===== src/rtl/mem_port_responder.sv =====
// Two-port (instruction/data) to single backing-memory arbiter. Serves one
// transaction at a time; data port wins ties unless the instruction port is starved.
module mem_port_responder #(
    parameter int STARVE_LIMIT = 2
) (
    input  logic        clk,
    input  logic        reset_n,
    input  logic [15:0] mem_addr1,
    input  logic        mem_read1,
    output logic [15:0] mem_rdata1,
    output logic        mem_resp1,
    input  logic [15:0] mem_addr2,
    input  logic        mem_read2,
    input  logic        mem_write2,
    input  logic [15:0] mem_wdata2,
    output logic [15:0] mem_rdata2,
    output logic        mem_resp2,
    output logic [15:0] pmem_addr,
    output logic        pmem_read,
    output logic        pmem_write,
    output logic [15:0] pmem_wdata,
    input  logic [15:0] pmem_rdata,
    input  logic        pmem_resp
);

    localparam int SW = (STARVE_LIMIT < 1) ? 1 : $clog2(STARVE_LIMIT + 1);
    localparam logic [SW-1:0] LIMIT = SW'(STARVE_LIMIT);

    typedef enum logic [1:0] {
        IDLE    = 2'd0,
        SERVE_I = 2'd1,
        SERVE_D = 2'd2
    } state_t;

    state_t          r_state;
    state_t          w_state_next;
    logic [SW-1:0]   r_starve;
    logic            r_is_write;
    logic            w_req_i;
    logic            w_req_d;
    logic            w_grant_i;
    logic            w_grant_d;
    logic            w_done;

    assign w_req_i = mem_read1;
    assign w_req_d = mem_read2 | mem_write2;

    // State register
    always_ff @(posedge clk or negedge reset_n) begin
        if (!reset_n) begin
            r_state <= IDLE;
        end else begin
            r_state <= w_state_next;
        end
    end

    // Arbitration and next-state decode
    always_comb begin
        w_state_next = r_state;
        w_grant_i    = 1'b0;
        w_grant_d    = 1'b0;
        w_done       = 1'b0;
        case (r_state)
            IDLE: begin
                if (w_req_i && (!w_req_d || (r_starve == LIMIT))) begin
                    w_grant_i    = 1'b1;
                    w_state_next = SERVE_I;
                end else if (w_req_d) begin
                    w_grant_d    = 1'b1;
                    w_state_next = SERVE_D;
                end else begin
                    w_state_next = IDLE;
                end
            end
            SERVE_I, SERVE_D: begin
                if (pmem_resp) begin
                    w_done       = 1'b1;
                    w_state_next = IDLE;
                end else begin
                    w_state_next = r_state;
                end
            end
            default: begin
                w_state_next = IDLE;
            end
        endcase
    end

    // Latched request, backing-memory strobes, starve counter and responses
    always_ff @(posedge clk or negedge reset_n) begin
        if (!reset_n) begin
            r_starve   <= {SW{1'b0}};
            r_is_write <= 1'b0;
            pmem_addr  <= 16'h0000;
            pmem_wdata <= 16'h0000;
            pmem_read  <= 1'b0;
            pmem_write <= 1'b0;
            mem_rdata1 <= 16'h0000;
            mem_rdata2 <= 16'h0000;
            mem_resp1  <= 1'b0;
            mem_resp2  <= 1'b0;
        end else begin
            mem_resp1 <= 1'b0;
            mem_resp2 <= 1'b0;
            if (w_grant_i) begin
                pmem_addr  <= mem_addr1;
                pmem_read  <= 1'b1;
                pmem_write <= 1'b0;
                r_is_write <= 1'b0;
                r_starve   <= {SW{1'b0}};
            end else if (w_grant_d) begin
                // A simultaneous read+write request is a write
                pmem_addr  <= mem_addr2;
                pmem_wdata <= mem_wdata2;
                pmem_read  <= ~mem_write2;
                pmem_write <= mem_write2;
                r_is_write <= mem_write2;
                if (mem_read1 && (r_starve != LIMIT)) begin
                    r_starve <= r_starve + SW'(1);
                end
            end else if (w_done) begin
                pmem_read  <= 1'b0;
                pmem_write <= 1'b0;
                if (r_state == SERVE_I) begin
                    mem_rdata1 <= pmem_rdata;
                    mem_resp1  <= 1'b1;
                end else begin
                    if (!r_is_write) begin
                        mem_rdata2 <= pmem_rdata;
                    end
                    mem_resp2 <= 1'b1;
                end
            end
        end
    end

endmodule


===== config.mk =====
export PLATFORM = sky130hd
export DESIGN_NAME = mem_port_responder
export DESIGN_NICKNAME = d
export VERILOG_FILES = /design/src/rtl/mem_port_responder.sv
export SDC_FILE = /design/constraint.sdc
export NUM_CORES = 1
export LEC_CHECK = 0
export CAP_MARGIN = 25
export CORE_MARGIN = 10
export CORE_UTILIZATION = 42
export CTS_BUF_LIST = sky130_fd_sc_hd__clkbuf_4 sky130_fd_sc_hd__clkbuf_8
export CTS_CLUSTER_SIZE = 8
export DETAILED_ROUTE_END_ITERATION = 6
export GPL_ROUTABILITY_DRIVEN = 0
export HOLD_SLACK_MARGIN = 0.1
export MAX_ROUTING_LAYER = met4
export PLACE_DENSITY = 0.9
export SYNTH_ARGS = -nofsm -noshare
export SYNTH_HDL_FRONTEND = slang
export SYNTH_SLANG_ARGS = --single-unit

===== constraint.sdc =====
create_clock -name clk -period 2.7 [get_ports clk]
set_clock_uncertainty 0.1 [all_clocks]
set_input_delay 0.54 -clock clk [delete_from_list [all_inputs] [get_ports clk]]
set_output_delay 0.54 -clock clk [all_outputs]
set_load 0.02 [all_outputs]

==> results.sh, run 1 <==
export IMPL_outcome="finished clean"
export IMPL_seqPwrFrac_pct=33.1
export IMPL_grt_pass1_vias=2455
export IMPL_worstPathRequired_ns=2.82
export IMPL_dr_pass1_iters=4
export IMPL_r2r_start="r_state[0]"
export IMPL_critical_path_cell_chain="clkdlybuf4s50_1, o31ai_4, or4b_1, buf_12, mux2_4"
export IMPL_syn_nets=269
export IMPL_rr_worst_depth=6
export IMPL_rrSetupSlack_ns=0.60
export IMPL_vias=2213
export IMPL_dieHeight_um=103.7
export IMPL_ant_nets=0
export IMPL_ys_warn_count=0
export IMPL_overflow=0
export IMPL_syn_to_final_growth_pct=58.99
export IMPL_route_detailed_drc=0
export IMPL_antenna_found_initial=0
export IMPL_drive_above_1_share_pct=21.28
export IMPL_path_max_fanout=16
export IMPL_path_buf_inv=2
export IMPL_worst_pin_slew_ns=0.8986
export IMPL_peakVddDrop_v=0.0007069
export IMPL_dp_hpwl_mm=6.164
export IMPL_yosysTopAreaCell="dfrtp_1"
export IMPL_grt_max_degree=74
export IMPL_clock_fmax_mhz=444.8
export IMPL_dp_slack_ns=0.1160
export IMPL_path_clk_slew_ns=0.08
export IMPL_p_comb_share_pct=50.1
export IMPL_cp_end_kind="flop"
export IMPL_clockPowerShare_pct=16.8
export IMPL_num_rows=30
export IMPL_cts_buffer_depth=2
export IMPL_fin_nets=411
export IMPL_wl_mm=8.040
export IMPL_crit_arrival_ns=2.37
export IMPL_design_portCount=138
export IMPL_final_hold_violation_count=0
export IMPL_switching_power_w=0.001943
export IMPL_cts_htree_levels=3
export IMPL_syn_cell_area_um2=2944
export IMPL_cts_sinks=73
export IMPL_wl_per_cell_um=18.31
export IMPL_cpMaxStageDelayCell="or4b_1"
export IMPL_max_cap_violations=0
export IMPL_yosys_cell_types_count=26
export IMPL_num_antenna_cells=0
export IMPL_root_buffer="clkbuf_8"
export IMPL_internal_power_w=0.003577
export IMPL_path_class="input pin to flop"
export IMPL_port_buffers=137
export IMPL_start_kind="input pin"
export IMPL_multi_input_area_um2=1045
export IMPL_rr_endpoint="mem_rdata2[15]"
export IMPL_grt_usage_pct=15.42
export IMPL_cts_tree="yes"
export IMPL_cts_resized=0
export IMPL_slew_headroom_pct=40.09
export IMPL_synth_cells=196
export IMPL_timing_hold_ws_ns=0.2068
export IMPL_slew_viol_final=0
export IMPL_fin_crit_sh_pct=83.26
export IMPL_synth_top_cell_area_share_pct=62.05
export IMPL_p_leak_nw=2.079
export IMPL_die_w_um=103.7
export IMPL_drt_vias_per_instance=5.041
export IMPL_path_delay_family="buffers and inverters"
export IMPL_clk_latency_ns=0.33
export IMPL_ctsHoldBuffers=0
export IMPL_hold_class="input pin to asynchronous set/reset pin"
export IMPL_final_min_clock_period_ns=2.248
export IMPL_seq_area_frac_synth_pct=62.05
export IMPL_synth_seq_cells=73
export IMPL_dieArea_um2=10760
export IMPL_postCtsSetupBuffers=0
export IMPL_drtIter0Drc=36
export IMPL_powerDensity_nw_per_um2=1179
export IMPL_slowest_delay_ns=0.52
export IMPL_setup_ws_ns=0.4520
export IMPL_final_setup_tns_ns=0
export IMPL_setup_viol=0
export IMPL_grt_first_pass_wirelength_mm=13.17
export IMPL_avgSynthCellArea_um2=15.02
export IMPL_switching_share_pct=35.19
export IMPL_seq_area_um2=1827
export IMPL_start_util_pct=43.33
export IMPL_rsz0062_at_grt="no"
export IMPL_n_fill_cell=498
export IMPL_fp_coreArea_um2=6794
export IMPL_synthTopCellsByArea="dfrtp_1, mux2_2, a221o_1"
export IMPL_cts_made_buffers=9
[cells by family (layout without fill, tap and decap cells)]
kind of cell | count (synthesis) | in the layout | share of synthesized area [%]
DFF | 73 | 73 | 62.05
muxes | 48 | 48 | 19.63
and+or+nand+nor | 29 | 29 | 6.035
AOI/OAI and AO/OA | 27 | 27 | 8.543
buffers and inverters | 16 | 163 | 2.465
adders and majority gates | 3 | 3 | 1.275
[power groups by stage]
stage | clock network, W | registers [W] | logic (W)
final | 0.000927 | 0.00183 | 0.00277
after detailed placement | 0 | 0.00185 | 0.00281
after floorplan | 0 | 0.00238 | 0.000911
after global routing | 0.00100 | 0.00189 | 0.00293
after global placement | 0 | 0.00183 | 0.00273
after CTS | 0.000951 | 0.00183 | 0.00281
[worst max path at each step]
stage | from | end | slack (ns) | cells past startpoint
3_3_place_gp | mem_read1 | mem_rdata2[10] | 0.17 | 5
5_1_grt | mem_read1 | mem_rdata2[13] | 0.46 | 5
4_1_cts | mem_read1 | mem_rdata2[15] | 0.48 | 5
3_5_place_dp | mem_read1 | mem_rdata2[13] | 0.12 | 5
2_1_floorplan | mem_read1 | mem_rdata2[10] | 0.62 | 5
6_report | mem_read1 | mem_rdata2[15] | 0.45 | 5
[synthesized netlist by cell type]
| library cell | n |
|---|---|
| o31ai_1 | 1 |
| o31ai_4 | 1 |
| nand3_1 | 3 |
| nor3b_1 | 1 |
| buf_2 | 4 |
| a2bb2oi_1 | 1 |
| dfrtp_1 | 73 |
| or3_1 | 1 |
| a221o_1 | 16 |
| a22o_1 | 1 |
| nand2b_1 | 1 |
| o21ai_0 | 4 |
| and3_1 | 16 |
| nand2_1 | 3 |
| a32o_1 | 1 |
| buf_6 | 1 |
| ha_1 | 3 |
| and4_1 | 1 |
| clkbuf_1 | 8 |
| o21bai_1 | 1 |
| mux2_2 | 38 |
| a21boi_0 | 1 |
| and2_1 | 2 |
| or4b_1 | 1 |
| inv_1 | 3 |
| mux2_4 | 10 |
[worst reg2reg max path, stage by stage (launching register included)]
cell and delay [ns]:
dfrtp_1 0.37, inv_1 0.07, ha_1 0.31, nand2_1 0.11, or4b_1 0.54, buf_12 0.19, mux2_4 0.31
[flip-flops by register name (all words and copies together) (netlist names)]
signal      count
mem_rdata1     16
mem_rdata2     16
mem_resp1       1
mem_resp2       1
pmem_addr      16
pmem_read       1
pmem_wdata     16
pmem_write      1
r_is_write      1
r_starve        2
r_state         2
[area by class of cell]
class / instances / area share (%)
clock inverters: 7 / 2.032
inverters: 3 / 0.2406
repair buffers: 144 / 31.17
flip-flops and latches: 73 / 39.03
clock buffers: 9 / 2.646
well taps: 96 / 2.566
multi-input cells: 107 / 22.32
[routing by layer]
metal | track usage [%] | share of wire [%] | vias to the layer above
met3 | 4.895 | 4.8 | 7
met4 | 4.175 | 1.1 | 0
met2 | 25.23 | 52 | 81
met5 | - | 0 | -
li1 | - | - | 1014
met1 | 17.89 | 42 | 1111
[layout by cell type, fill, tap and decap left out, types with 2 or more instances in the layout]
master	netlist	final
clkinv_4	0	2
bufinv_16	0	2
buf_4	0	5
mux2_4	10	10
inv_1	3	3
mux2_2	38	38
clkdlybuf4s50_1	0	136
clkinv_2	0	2
clkbuf_8	0	9
and3_1	16	16
dfrtp_1	73	73
nand3_1	3	3
buf_12	0	3
a221o_1	16	16
ha_1	3	3
and2_1	2	2
nand2_1	3	3
o21ai_0	4	4
[metrics by stage]
step	area, µm²	utilization, %	power, W	instances
floorplan	2944	-	0.003292	196
finish	4681	68.90	0.005519	439
global placement	4462	65.67	0.004563	423
global route	4681	68.90	0.005820	439
detailed placement	4462	65.67	0.004651	423
CTS	4681	68.90	0.005594	439
Note: power is estimated with default switching activity, not from simulation.
==> run 2: changes to the inputs <==
CORE_UTILIZATION = 38   (was 42)
PLACE_DENSITY = 0.86   (was 0.9)
clock period = 2 ns   (was 2.7 ns; I/O delays follow)
==> run 2 against run 1 <==
Power grew 38%; register-to-register slack lost 0.57 ns; wire length grew 3.2%; design area grew 4.0%; hold slack gained 0.19 ns; critical endpoint is now mem_rdata2[14]; largest cell class unchanged.
==> results.sh, run 2 (synthesis gave the netlist of run 1 again) <==
export IMPL_outcome="finished clean"
export IMPL_max_cap_violations=0
export IMPL_fin_nets=428
export IMPL_grt_max_degree=42
export IMPL_dieArea_um2=11670
export IMPL_drtIter0Drc=64
export IMPL_worstPathRequired_ns=2.12
export IMPL_met3_usage_pct=4.819
export IMPL_cts_made_buffers=9
export IMPL_start_kind="input pin"
export IMPL_crit_path_start="mem_read1"
export IMPL_r2r_start="r_state[0]"
export IMPL_n_fill_cell=591
export IMPL_hold_path_startpoint="r_starve[1]"
export IMPL_start_util_pct=38.50
export IMPL_ant_nets=0
export IMPL_worst_pin_slew_ns=0.4564
export IMPL_path_clk_slew_ns=0.08
export IMPL_clk_latency_ns=0.34
export IMPL_grt_pass1_vias=2429
export IMPL_slew_viol_final=0
export IMPL_final_hold_violation_count=0
export IMPL_cts_sinks=73
export IMPL_utilization_pct=63.66
export IMPL_path_class="input pin to flop"
export IMPL_num_antenna_cells=0
export IMPL_drive_above_1_share_pct=25.83
export IMPL_p_leak_nw=2.197
export IMPL_fin_crit_sh_pct=98.57
export IMPL_powerDensity_nw_per_um2=1569
export IMPL_seq_area_um2=1827
export IMPL_path_max_fanout=8
export IMPL_rrSetupSlack_ns=0.03
export IMPL_grt_usage_pct=14.61
export IMPL_drt_vias_per_instance=4.838
export IMPL_met2_usage_pct=23.58
export IMPL_slew_headroom_pct=69.57
export IMPL_num_rows=32
export IMPL_layout_common_cells="clkdlybuf4s50_1, dfrtp_1, mux2_2"
export IMPL_clock_fmax_mhz=507.2
export IMPL_die_w_um=108.0
export IMPL_fp_coreArea_um2=7647
export IMPL_cp_end_kind="flop"
export IMPL_stdcell_count=462
export IMPL_cts_buffer_depth=2
export IMPL_vias=2235
export IMPL_dp_hpwl_mm=6.361
export IMPL_wl_per_cell_um=17.96
export IMPL_cts_htree_levels=3
export IMPL_dieHeight_um=108.0
export IMPL_cts_tree="yes"
export IMPL_wl_mm=8.298
export IMPL_grt_first_pass_wirelength_mm=13.08
export IMPL_design_portCount=138
export IMPL_syn_to_final_growth_pct=65.36
export IMPL_setup_viol=0
export IMPL_multi_input_area_um2=1069
export IMPL_met1_usage_pct=16.86
export IMPL_port_buffers=137
export IMPL_peakVddDrop_v=0.0009875
export IMPL_dp_slack_ns=-0.4098
export IMPL_root_buffer="clkbuf_8"
export IMPL_dr_pass1_iters=4
export IMPL_final_min_clock_period_ns=1.971
export IMPL_crit_arrival_ns=2.09
export IMPL_layout_commonest_cell="clkdlybuf4s50_1"
export IMPL_rsz0062_at_grt="yes"
export IMPL_route_detailed_drc=0
export IMPL_hold_class="flop to flop"
export IMPL_setup_ws_ns=0.02852
export IMPL_grt_busiest_layer="met2"
export IMPL_overflow=0
export IMPL_placedCellCount=441
export IMPL_antenna_found_initial=0
-- run 2: metal layers --
metal,routed length [µm],up-vias
li1,-,1047
met1,3551,1097
met2,4135,82
met3,537,9
met4,73,0
met5,0,-
-- run 2: through the flow --
step | hold WS, ns | instance area, µm² | TNS, ns | power (W)
2_1_floorplan | 0.004409 | 2974 | -0.1567 | 0.004507
3_3_place_gp | 0.2754 | 4579 | -15.11 | 0.006293
3_5_place_dp | 0.2834 | 4579 | -16.68 | 0.006420
4_1_cts | 0.3933 | 4816 | 0 | 0.007680
5_1_grt | 0.4210 | 4868 | -0.03922 | 0.008052
6_report | 0.3941 | 4868 | 0 | 0.007639
-- run 2: final timing paths --
check	to	cells after the start
worst max-delay path	mem_rdata2[14]	5
worst min-delay path	r_starve[1]	2
worst max register to register	mem_rdata2[14]	6
worst min register to register	r_starve[1]	2
max in group asynchronous	pmem_addr[9]	3
min in group asynchronous	mem_rdata2[11]	2
-- run 2: final cells by class --
| cell class | count | share of cell area (%) |
|---|---|---|
| inverters | 3 | 0.2313 |
| repair buffers | 161 | 33.36 |
| multi-input cells | 107 | 21.95 |
| flip-flops and latches | 73 | 37.52 |
| clock buffers | 12 | 3.264 |
| well taps | 102 | 2.621 |
| clock inverters | 4 | 1.054 |
-- run 2: where the power goes --
| group | switching, W | total [W] | internal (W) |
|---|---|---|---|
| Clock | 0.000546 | 0.00120 | 0.000659 |
| Sequential | 0.000345 | 0.00248 | 0.00213 |
| Combinational | 0.00179 | 0.00396 | 0.00217 |
| Total | 0.00268 | 0.00764 | 0.00496 |
-- run 2: timing repair --
item | in CTS | in global routing
gates cloned | 0 | 1
endpoints found under the setup margin | 16 | 16
setup buffers | 0 | 3
hold buffers | 1 | 0
pin swaps | 0 | 3
endpoints found under the hold margin | 32 | 0
resized for setup | 4 | 2
-- run 2: worst max-delay path, stage by stage --
cell             delay, ns
clkdlybuf4s50_1       0.47
o31ai_4               0.21
or4b_4                0.54
buf_12                0.17
mux2_4                0.30
==> run 3: changes to the inputs <==
GPL_ROUTABILITY_DRIVEN = not set   (was 0)
==> results of run 3 <==
The final DEF is identical to that of run 2; final timing and power are the same.
